<file path="config.mk">
export PLATFORM = sky130hd
export DESIGN_NAME = stack_ctrl
export DESIGN_NICKNAME = d
export VERILOG_FILES = /design/src/rtl/stack_ctrl_pkg.sv /design/src/rtl/stack_ctrl.sv
export SDC_FILE = /design/constraint.sdc
export NUM_CORES = 1
export LEC_CHECK = 0
export CORE_MARGIN = 8
export CORE_UTILIZATION = 30
export DETAILED_ROUTE_END_ITERATION = 10
export PLACE_DENSITY = 0.55
export RECOVER_POWER = 25
export SYNTH_ARGS = -nofsm -noshare
export SYNTH_HDL_FRONTEND = slang
export SYNTH_SLANG_ARGS = --single-unit
</file>
<file path="constraint.sdc">
create_clock -name clk -period 4.9 [get_ports clk]
set_input_delay 0.98 -clock clk [delete_from_list [all_inputs] [get_ports clk]]
set_output_delay 0.98 -clock clk [all_outputs]
set_load 0.02 [all_outputs]
</file>
<file path="src/rtl/stack_ctrl_pkg.sv">
// Shared definitions for the stack sequencer: op codes, FSM encoding,
// empty-stack pointer value and a small op classification helper.
package stack_ctrl_pkg;

   localparam logic [1:0] OP_PUSH = 2'd0;
   localparam logic [1:0] OP_POP  = 2'd1;
   localparam logic [1:0] OP_CALL = 2'd2;
   localparam logic [1:0] OP_RET  = 2'd3;

   localparam logic [7:0] SP_INIT = 8'hFF;

   typedef enum logic [2:0] {
      ST_IDLE    = 3'd0,
      ST_MEM     = 3'd1,
      ST_SP_WB   = 3'd2,
      ST_DATA_WB = 3'd3,
      ST_PC_LD   = 3'd4
   } state_t;

   // PUSH and CALL write memory and move SP down; POP and RET read and move SP up.
   function automatic logic is_write_op(input logic [1:0] op);
      return (op == OP_PUSH) || (op == OP_CALL);
   endfunction

endpackage

</file>
<file path="src/rtl/stack_ctrl.sv">
// Multi-cycle PUSH/POP/CALL/RET sequencer in the MEM stage. Owns the data
// memory request during a stack op, writes SP (and POP data) to the register
// file, and redirects the PC for CALL/RET. All outputs except op_ready are
// registered: the combinational block computes next-cycle output values.
module stack_ctrl
   import stack_ctrl_pkg::*;
#(
   parameter logic [7:0] SP_INIT = stack_ctrl_pkg::SP_INIT,
   parameter logic [1:0] SP_REG  = 2'd3
) (
   input  logic       clk,
   input  logic       rst,
   input  logic       op_valid,
   output logic       op_ready,
   input  logic [1:0] op_code,
   input  logic [7:0] src_data,
   input  logic [7:0] ret_addr,
   input  logic [1:0] dst_reg,
   input  logic [7:0] sp_in,
   output logic [7:0] mem_addr,
   output logic [7:0] mem_wdata,
   output logic       mem_we,
   output logic       mem_re,
   input  logic [7:0] mem_rdata,
   input  logic       mem_ready,
   output logic [1:0] rf_waddr,
   output logic [7:0] rf_wdata,
   output logic       rf_wr_en,
   output logic       pc_load,
   output logic [7:0] pc_value,
   output logic       done,
   output logic       stk_ovf,
   output logic       stk_unf
);

   state_t     state, state_nxt;

   // Operation context captured in the accept cycle
   logic [1:0] op_q;
   logic [7:0] src_q;
   logic [1:0] dst_q;
   logic [7:0] sp_q;
   logic [7:0] rdata_q;
   logic       capture;

   // Next-cycle values of the registered outputs
   logic [7:0] mem_addr_nxt, mem_wdata_nxt;
   logic       mem_we_nxt, mem_re_nxt;
   logic [1:0] rf_waddr_nxt;
   logic [7:0] rf_wdata_nxt;
   logic       rf_wr_en_nxt;
   logic       pc_load_nxt;
   logic [7:0] pc_value_nxt;
   logic       done_nxt;
   logic       ovf_nxt, unf_nxt;

   // Bounds check against the live SP in the accept cycle
   logic       wr_in, ovf_in, unf_in;

   assign wr_in    = is_write_op(op_code);
   assign ovf_in   = wr_in && (sp_in == 8'h00);
   assign unf_in   = !wr_in && (sp_in == SP_INIT);
   assign op_ready = (state == ST_IDLE);

   // State register
   always_ff @(posedge clk or negedge rst) begin
      if (!rst) state <= ST_IDLE;
      else      state <= state_nxt;
   end

   // Next state and next registered output values
   always_comb begin
      state_nxt     = state;
      capture       = 1'b0;
      mem_addr_nxt  = 8'h00;
      mem_wdata_nxt = 8'h00;
      mem_we_nxt    = 1'b0;
      mem_re_nxt    = 1'b0;
      rf_waddr_nxt  = 2'd0;
      rf_wdata_nxt  = 8'h00;
      rf_wr_en_nxt  = 1'b0;
      pc_load_nxt   = 1'b0;
      pc_value_nxt  = 8'h00;
      done_nxt      = 1'b0;
      ovf_nxt       = stk_ovf;
      unf_nxt       = stk_unf;
      case (state)
         ST_IDLE: begin
            if (op_valid) begin
               if (ovf_in) begin
                  ovf_nxt = 1'b1;
               end else if (unf_in) begin
                  unf_nxt = 1'b1;
               end else begin
                  state_nxt     = ST_MEM;
                  capture       = 1'b1;
                  mem_we_nxt    = wr_in;
                  mem_re_nxt    = !wr_in;
                  mem_addr_nxt  = wr_in ? sp_in : sp_in + 8'd1;
                  if (op_code == OP_PUSH)      mem_wdata_nxt = src_data;
                  else if (op_code == OP_CALL) mem_wdata_nxt = ret_addr;
               end
            end
         end
         ST_MEM: begin
            if (mem_ready) begin
               state_nxt    = ST_SP_WB;
               rf_wr_en_nxt = 1'b1;
               rf_waddr_nxt = SP_REG;
               rf_wdata_nxt = is_write_op(op_q) ? sp_q - 8'd1 : sp_q + 8'd1;
               done_nxt     = (op_q == OP_PUSH);
            end else begin
               // Hold the request stable until the memory accepts it
               mem_addr_nxt  = mem_addr;
               mem_wdata_nxt = mem_wdata;
               mem_we_nxt    = mem_we;
               mem_re_nxt    = mem_re;
            end
         end
         ST_SP_WB: begin
            case (op_q)
               OP_POP: begin
                  state_nxt    = ST_DATA_WB;
                  rf_wr_en_nxt = 1'b1;
                  rf_waddr_nxt = dst_q;
                  rf_wdata_nxt = rdata_q;
                  done_nxt     = 1'b1;
               end
               OP_CALL, OP_RET: begin
                  state_nxt    = ST_PC_LD;
                  pc_load_nxt  = 1'b1;
                  pc_value_nxt = (op_q == OP_CALL) ? src_q : rdata_q;
                  done_nxt     = 1'b1;
               end
               default: state_nxt = ST_IDLE;
            endcase
         end
         ST_DATA_WB: state_nxt = ST_IDLE;
         ST_PC_LD:   state_nxt = ST_IDLE;
         default:    state_nxt = ST_IDLE;
      endcase
   end

   // Capture operation context on accept and read data on the ready edge
   always_ff @(posedge clk or negedge rst) begin
      if (!rst) begin
         op_q    <= OP_PUSH;
         src_q   <= 8'h00;
         dst_q   <= 2'd0;
         sp_q    <= 8'h00;
         rdata_q <= 8'h00;
      end else begin
         if (capture) begin
            op_q  <= op_code;
            src_q <= src_data;
            dst_q <= dst_reg;
            sp_q  <= sp_in;
         end
         if (state == ST_MEM && mem_ready) rdata_q <= mem_rdata;
      end
   end

   // Registered outputs; reset abandons any in-flight op with all outputs low
   always_ff @(posedge clk or negedge rst) begin
      if (!rst) begin
         mem_addr  <= 8'h00;
         mem_wdata <= 8'h00;
         mem_we    <= 1'b0;
         mem_re    <= 1'b0;
         rf_waddr  <= 2'd0;
         rf_wdata  <= 8'h00;
         rf_wr_en  <= 1'b0;
         pc_load   <= 1'b0;
         pc_value  <= 8'h00;
         done      <= 1'b0;
         stk_ovf   <= 1'b0;
         stk_unf   <= 1'b0;
      end else begin
         mem_addr  <= mem_addr_nxt;
         mem_wdata <= mem_wdata_nxt;
         mem_we    <= mem_we_nxt;
         mem_re    <= mem_re_nxt;
         rf_waddr  <= rf_waddr_nxt;
         rf_wdata  <= rf_wdata_nxt;
         rf_wr_en  <= rf_wr_en_nxt;
         pc_load   <= pc_load_nxt;
         pc_value  <= pc_value_nxt;
         done      <= done_nxt;
         stk_ovf   <= ovf_nxt;
         stk_unf   <= unf_nxt;
      end
   end

endmodule

</file>
==> Word-level counts from Yosys, hierarchy flattened <==
Cells that the tools add are included.
{ "word_totals": {"input_bits": 40, "mem_bits_rw": 0, "memories": 0, "register_bits": 72, "latch_bits": 0, "output_inout_bits": 42, "romBits": 0} }
{ "classes": {"shifts": 0, "n_bitwise": 1, "addsub": 3, "n_reduce_logical": 15, "n_div": 0, "order_cmp": 0, "eq_ne": 11, "multipliers": 0, "mux": 49} }
{ "op_table": {"columns": ["operator", "count"], "rows": [
  ["two-way mux 8 bit", 16],
  ["one-hot mux 8 bit (2 select lines)", 3],
  ["two-way mux 1 bit", 17],
  ["adder 8 x 1 -> 8 bit, second input constant", 2],
  ["two-way mux 3 bit", 4],
  ["one-hot mux 3 bit (3 select lines)", 1],
  ["== test 8 bit, second input constant", 1],
  ["logical NOT 8 bit", 1],
  ["!= test 2 bit, second input constant", 4],
  ["one-hot mux 1 bit (2 select lines)", 4],
  ["AND reduction 4 bit", 2],
  ["subtractor 8 x 1 -> 8 bit, second input constant", 1],
  ["== test 2 bit, second input constant", 3],
  ["one-hot mux 3 bit (2 select lines)", 1],
  ["logical NOT 2 bit", 2],
  ["two-way mux 2 bit", 2],
  ["one-hot mux 2 bit (2 select lines)", 1],
  ["== test 3 x 1 -> 1 bit, second input constant", 1],
  ["== test 3 x 2 -> 1 bit, second input constant", 1],
  ["logical AND 1 bit", 3],
  ["logical NOT 3 bit", 1],
  ["AND reduction 3 bit", 1],
  ["OR reduction 3 bit", 1],
  ["== test 2 x 1 -> 1 bit, second input constant", 1],
  ["4 further kinds", 5]
]} }

==> Logic depth before layout (Yosys ltp) <==
Gate-level depths: netlist of run 1.
{ "depth": {"word_depth": 8, "ltp_mapped": 7, "ltp_nobuf": 6} }

==> Worst setup path after synthesis of run 1 <==
Ideal clock, no wire load.
{ "synth_timing": {"kind": "input-to-reg", "start": "input op_code[0]", "end": "register dst_q[0]", "path_slack_ps": 2498, "setup_time_ps": 125, "t_required_ps": 4775, "cell_stages": 6, "arrival_ps": 2276, "path_cell_list": "clkbuf_1 -> nor4_1 -> a21oi_2 -> nand2_4 -> buf_6 -> mux2_4"} }
{ "synth_between": {"elab_chain_len": 8} }
{ "synth_lines": {"columns": ["item", "line_no", "rtl"], "rows": [
  ["start, declared", "stack_ctrl.sv:15", "input logic [1:0] op_code,"],
  ["== test 2 bit or logical NOT 2 bit (tied branches)", "stack_ctrl_pkg.sv:22", "return (op == OP_PUSH) || (op == OP_CALL);"],
  ["logical OR 1 bit *", "stack_ctrl_pkg.sv:22", null],
  ["logical NOT 1 bit", "stack_ctrl.sv:62", "assign unf_in = !wr_in && (sp_in == SP_INIT);"],
  ["logical AND 1 bit", "stack_ctrl.sv:62", null],
  ["two-way mux 1 bit", "stack_ctrl.sv:92", "end else if (unf_in) begin"],
  ["two-way mux 1 bit *", "stack_ctrl.sv:90", "if (ovf_in) begin"],
  ["two-way mux 1 bit *", "stack_ctrl.sv:89", "if (op_valid) begin"],
  ["two-way mux 1 bit *", "stack_ctrl.sv:87", "case (state)"],
  ["end signal, assigned", "stack_ctrl.sv:156", "dst_q <= dst_reg;"],
  ["end, declared", "stack_ctrl.sv:41", "logic [1:0] dst_q;"]
]} }
Every way passes the cells marked *; elsewhere a longest branch is shown, timed or not.
A chain may end at the register's enable or synchronous reset.

==> Final worst setup path of run 1 <==
{ "layout_timing": {"start": "register state[2]", "end": "output op_ready"} }
{ "layout_between": {"elab_chain_len": 1} }
{ "layout_lines": {"columns": ["item", "line_no", "rtl"], "rows": [
  ["start, declared", "stack_ctrl.sv:36", "state_t state, state_nxt;"],
  ["start signal, assigned", "stack_ctrl.sv:68", "else state <= state_nxt;"],
  ["logical NOT 3 bit", "stack_ctrl.sv:63", "assign op_ready = (state == ST_IDLE);"],
  ["end, declared", "stack_ctrl.sv:14", "output logic op_ready,"]
]} }
No other way between the ends.

==> metrics.md, run 1 <==
| Metric | Value |
|---|---|
| Outcome | finished, violations left |
| Failing checks | capacitance limit, slew limit |
| PortBufs | 81 |
| Worst Path Required | 3.92 ns |
| Post-CTS Hold Fix Bufs | 0 |
| CP Launch Type | flip-flop |
| Post-synth EDFFs | 0 |
| Vias in the first global route | 2664 |
| Final min period | 2.89 ns |
| Top post-synthesis cells by area | dfrtp_1 53%, nand2_1 6.4%, mux2i_1 5.9% |
| Gate Count Post-Synth | 303 |
| Antenna violations before repair | 0 |
| R2R cell count | 6 |
| RSZ-0062 raised after global routing | false |
| Slew Viols, Final | 73 |
| Sequential share of power | around a third |
| Post-CTS sizing | 0 |
| Mean Syn Cell Area | 11.2 um^2 |
| Worst setup EP type | output port |
| Worst VDD drop | 233 uV |
| Max transition margin | -18.0% |
| Wire per inst | around 17 um |
| Max Clock Freq | 347 MHz |
| Core Box Area | ~0.011 mm^2 |
| Logic pwr share | 41.8% |
| Pwr/cell area | 599 mW/mm^2 |
| Final setup vio count | 0 |
| Max cap viols | 1 |
| Die Footprint | around 0.015 mm^2 |
| Cell total after placement | about 500 |
| Util after Layout | roughly two fifths |
| Nets | 432 |
| Share of Yosys cell area claimed by the top area cell type | 53.2% |
| First-pass GRT wire length | around 14 mm |
| WS Path Type | flip-flop to output port |
| Worst-path fanout max | 7 |
| Largest net degree at the start of global routing | 73 |
| Post-Place Worst Slack | 1.76 ns |
| Detailed placer's ending HPWL | 6.52 mm |
| Worst min path class | flip-flop to flip-flop |
| Actual slew at the worst max-slew pin | 1.77 ns |
| Share of layout cells above drive strength 1 | 10.9% |
| Post-synthesis instance area | 0.00339 mm^2 |
| Final clock skew | approximately 0.0046 ns |
| Clk slew on worst S/H paths | approximately 0.060 ns |
| P_int | 1.76 mW |
| Total grt overflow | 0 |
| Routed Antenna Nets | 0 |
| Chip width | between 100 and 150 um |
| Via count | ~2500 |
| Initial Utilization | 30.2% |
| Ports | 82 |
| Placed Area | 0.00431 mm^2 |
| Synth cell types | 53 |
| CTS max path bufs | 2 |
| Fin area | about 0.0046 mm^2 |
| Iteration-0 DRC count of the detailed router | 122 |
| Final WS setup | 2.01 ns |
| Tot GR Track Use | 12.1% |
| Sw Pwr | 1.01 mW |
| Placement Rows | 39 |
| Worst skew pair latency | 0.33 ns |
| Tot Pwr | 2.76 mW |
| Crit path DAT | 1.91 ns |
| Clock power share | 23.9% |
| P&R area growth vs syn | 36.2% |
| GPL Wtd Cong | a little under 0.8 |
| Final-report hold violation count | 0 |
| Detailed-route DRC error count | 0 |
| Post-Route WL | 8.79 mm |
| Async S/R FF share, synth | 100% |
| TritonRoute pass-1 iters | 4 |
| Final period util | 58.9% |
| Leakage power | between 2 and 2.5 nW |
| Setup bufs post-CTS | 0 |
| Hold_ws | 0.474 ns |
| Die Y | 122 um |
| YS warnings | 0 |
| Dominant synthesized flop cell | dfrtp_1 |
| Number of synthesized register bits | 72 |
| TritonCTS buffer count | 9 |
| CTS tree | built |
| Hold Path Cell Cnt | 1 |
| Setup TNS | 0 ns |
| Clk root buf | clkbuf_16 |
| Sw frac | a little over a third |
| Syn nets | 353 |
| TritonCTS Sinks | ~70 |
| Cell taking the most area after synthesis | dfrtp_1 |
| Post-synthesis sequential area ratio | 53.2% |
| Vias per inst | 4.72 |
| H-tree depth | 3 |
| N_diodes | 0 |
| Fin cells | 530 |
[cells in the final DEF (no fill, tap or decap), types with 7 or more instances in the layout]
cell / synthesis / layout
mux2_4: 9 / 9
clkdlybuf4s50_1: 0 / 80
o21ai_0: 23 / 23
mux2_2: 9 / 9
clkbuf_16: 0 / 9
dfrtp_1: 72 / 72
ha_1: 9 / 9
inv_1: 8 / 8
nand2_1: 58 / 58
nand3_1: 7 / 7
nor2_1: 10 / 10
mux2i_1: 20 / 20
xor2_1: 7 / 7
[worst max-delay path: stages (launching register included)]
cell,delay (ns)
dfrtp_1,0.46
nor3_1,0.42
clkdlybuf4s50_1,0.70
[power groups by stage]
| stage | sequential [mW] | combinational, mW | clock (mW) |
|---|---|---|---|
| 3_5_place_dp | 0.960 | 1.16 | 0 |
| 4_1_cts | 0.950 | 1.17 | 0.681 |
| 3_3_place_gp | 0.957 | 1.14 | 0 |
| 6_report | 0.948 | 1.16 | 0.660 |
| 2_1_floorplan | 1.01 | 0.705 | 0 |
| 5_1_grt | 0.976 | 1.28 | 0.704 |
[final timing paths]
| kind | from | endpoint | slack, ns |
|---|---|---|---|
| setup / recovery | state[2] | op_ready | 2.01 |
| hold / removal | stk_ovf | stk_ovf | 0.47 |
| setup reg to reg | op_q[0] | rf_wdata[6] | 2.56 |
| hold reg to reg | stk_ovf | stk_ovf | 0.47 |
| max in group asynchronous | rst | sp_q[2] | 2.73 |
| min in group asynchronous | rst | pc_value[2] | 1.13 |
[flip-flops by register name, indices dropped and copies added (netlist names)]
| name | flops |
|---|---|
| rf_wdata | 8 |
| src_q | 8 |
| rf_waddr | 2 |
| stk_ovf | 1 |
| mem_wdata | 8 |
| stk_unf | 1 |
| sp_q | 8 |
| dst_q | 2 |
| done | 1 |
| mem_addr | 8 |
| mem_re | 1 |
| rf_wr_en | 1 |
| pc_value | 8 |
| op_q | 2 |
| state | 3 |
| pc_load | 1 |
| rdata_q | 8 |
| mem_we | 1 |
[area by class of cell]
class / instances / area [um^2]
timing repair buffer: 82 / 813
clock inverter: 7 / 78.8
clock buffer: 9 / 225
tap: 143 / 179
multi-input combinational: 209 / 1490
sequential: 72 / 1800
fill: 1107 / 6610
inverter: 8 / 30.0
[kinds of logic (layout without fill, tap and decap cells)]
group / Yosys count / after routing / share of synthesized area [%]
multiplexers: 38 / 38 / 12.9
flip-flops: 72 / 72 / 53.2
AND/OR/NAND/NOR: 105 / 105 / 15.6
buffers and inverters: 22 / 106 / 2.92
AO/OA/AOI/OAI: 47 / 47 / 9.12
adder cells (fa/ha/maj): 10 / 10 / 3.92
XOR/XNOR: 9 / 9 / 2.33
[Yosys cell counts, types with 2 or more instances]
cell type	count
o21bai_1	3
nand2b_1	3
mux2i_1	20
nor2_1	10
nor3b_1	3
dfrtp_1	72
clkbuf_1	9
nand3_1	7
nor2b_1	2
nand4_1	2
nand2_1	58
ha_1	9
inv_1	8
o21ai_0	23
a211oi_1	3
xor2_1	7
a211o_1	2
buf_6	2
a21o_1	2
nor3_1	2
mux2_4	9
nor4b_1	2
mux2_2	9
a21oi_1	2
and2_1	3
xnor2_1	2
buf_1	2
a32o_1	2
[routing by layer]
metal	vias up	track usage [%]	routed length, um
li1	1215	-	-
met5	-	0	0
met2	77	18.2	3840
met1	1204	15.8	4140
met3	7	4.83	748
met4	0	2.89	56
No activity file was read; power rests on OpenSTA's default activity.
==> run 2: changes to the inputs <==
clock period = 2.7 ns   (was 4.9 ns; I/O delays follow)
==> run 2 against run 1 <==
  * The flow still finishes with violations (capacitance limit, slew limit)
  * Global-route usage increased by 0.19 points
  * Critical path depth did not move
  * Sequential cell count is the same
  * Cell count increased by 1.3%
  * Register-to-register slack got worse by 2.1 ns
  * Utilization grew 0.66 points
  * Clock skew rose by 0.0016 ns
  * Via count grew 1.9%
  * Die area did not move
  * First-iteration DRC count shrank 19%
  * Clock-buffer cell count stayed put
  * Routed wire length shrank 0.19%
  * Largest cell class unchanged
  * Highest routed layer unchanged
==> metrics.md, run 2 (synthesis gave the netlist of run 1 again) <==
| Metric | Value |
|---|---|
| Outcome | finished, violations left |
| Failing checks | capacitance limit, slew limit |
| TritonCTS buffer count | 9 |
| CP max-delay cell | clkdlybuf4s50_1 |
| CTS tree | built |
| P&R area growth vs syn | 38.4% |
| Worst reg2reg startpoint | op_q[0] |
| Post-CTS sizing | 0 |
| Final period util | 90.1% |
| Tot GR Track Use | roughly an eighth |
| Actual slew at the worst max-slew pin | ~1.8 ns |
| RSZ-0062 raised after global routing | false |
| Filler instances | between 1000 and 1500 |
| Final WS setup | 0.267 ns |
| Post-Place Worst Slack | 0.0931 ns |
| Setup TNS | 0 ns |
| N_diodes | 0 |
| Placement Rows | 39 |
| Fin area | 0.00469 mm^2 |
| Final-report hold violation count | 0 |
| Worst skew pair latency | between 0.3 and 0.4 ns |
| Worst min path class | flip-flop to flip-flop |
| Final clock skew | 0.00623 ns |
| GR Util met1 | between 10% and 20% |
| Worst hold endpoint | stk_ovf |
| Worst hold start | stk_ovf |
| TritonCTS Sinks | 72 |
| Leakage power | 2.11 nW |
| Cell total after placement | approximately 520 |
| Detailed-route DRC error count | 0 |
| Detailed placer's ending HPWL | 6.49 mm |
| CP Launch Type | flip-flop |
| H-tree depth | 3 |
| Chip width | 122 um |
| Iteration-0 DRC count of the detailed router | between 90 and 100 |
| GPL Wtd Cong | 0.792 |
| Pwr/cell area | 1090 mW/mm^2 |
| Die Footprint | 0.0149 mm^2 |
| Worst VDD drop | 413 uV |
| Setup bufs post-CTS | 0 |
| Crit path cell chain | nor3_1 -> clkdlybuf4s50_1 |
| TritonRoute pass-1 iters | 4 |
| Worst setup EP type | output port |
| Ports | 82 |
| Worst-path fanout max | 7 |
| Final min period | 2.43 ns |
| Die Y | 122 um |
| Share of layout cells above drive strength 1 | 12.4% |
| CTS max path bufs | 2 |
| PortBufs | 81 |
| Vias in the first global route | 2739 |
| Hold_ws | 0.476 ns |
| WS Path Type | flip-flop to output port |
| Busiest metal layer after global routing | met2 |
| Nets | between 400 and 500 |
| Antenna violations before repair | 0 |
| Slew Viols, Final | 73 |
| Placed Area | 0.00437 mm^2 |
| Total grt overflow | 0 |
| RR Endpoint | rf_wdata[6] |
| FF-to-FF setup slack | ~0.42 ns |
| Max transition margin | -17.7% |
| Met2 GRT Util | 18.8% |
| Via count | 2550 |
| Tot Pwr | between 5 and 6 mW |
| Commonest non-fill, non-tap cell in the layout | clkdlybuf4s50_1 |
| Fin cells | 537 |
| First-pass GRT wire length | 14.2 mm |
| Wire per inst | 16.3 um |
| Util after Layout | between 40% and 50% |
| Routed Antenna Nets | 0 |
| Core Box Area | 0.0112 mm^2 |
| Final setup vio count | 0 |
| Initial Utilization | 30.2% |
| Max cap viols | 1 |
| Worst path top cell family by delay | buffers and inverters |
| Worst Path Required | 2.16 ns |
| Critical path's largest stage delay | 0.70 ns |
| Largest net degree at the start of global routing | 73 |
| Clk root buf | clkbuf_16 |
| Hold Path Cell Cnt | 1 |
| CP Buf/Inv Count | 1 |
| Vias per inst | roughly 4.7 |
| Clk slew on worst S/H paths | 0.06 ns |
| Crit path DAT | 1.89 ns |
| Met3 Use GR | 3.82% |
| Post-CTS Hold Fix Bufs | 0 |
| Post-Route WL | 8.77 mm |
| R2R cell count | 6 |
| Max Clock Freq | 411 MHz |
| Most frequent cells in the layout | 80 x clkdlybuf4s50_1, 72 x dfrtp_1, 58 x nand2_1, 23 x o21ai_0, 20 x mux2i_1 |
[run 2: cell count changes in the layout (fill, tap and decap cells not counted)]
cell / change
buf_4: +8
bufinv_16: +1
clkinv_2: -1
clkinv_4: -3
clkinvlp_4: +2
[run 2: how the worst max path moves through the flow]
stage	startpoint	endpoint	slack [ns]	depth (start not counted)
floorplan	op_q[0]	rf_wdata[6]	0.63	6
finish	state[2]	op_ready	0.27	2
global placement	sp_in[0]	dst_q[1]	0.11	7
CTS	state[2]	op_ready	0.23	2
global route	state[2]	op_ready	0.17	2
detailed placement	sp_in[0]	dst_q[1]	0.09	6
[run 2: layout make-up]
type | instances | area [um^2] | share of cell area (%)
clock buffer | 9 | 225 | 4.80
clock inverter | 6 | 92.6 | 1.97
inverter | 8 | 30.0 | 0.641
multi-input combinational | 209 | 1490 | 31.7
sequential | 72 | 1800 | 38.4
tap | 143 | 179 | 3.82
timing repair buffer | 90 | 873 | 18.6
[run 2: layer usage]
metal  vias up  wire length (um)
li1       1232                 -
met1      1234              4200
met2        71              3810
met3        13               620
met4         0               140
met5         -                 0
[run 2: power by group]
group          switching, mW  total, mW  leakage [nW]  internal (mW)
registers              0.266       1.72         0.931           1.46
logic                   1.09       2.13          1.03           1.04
clock network          0.461       1.27         0.149          0.809
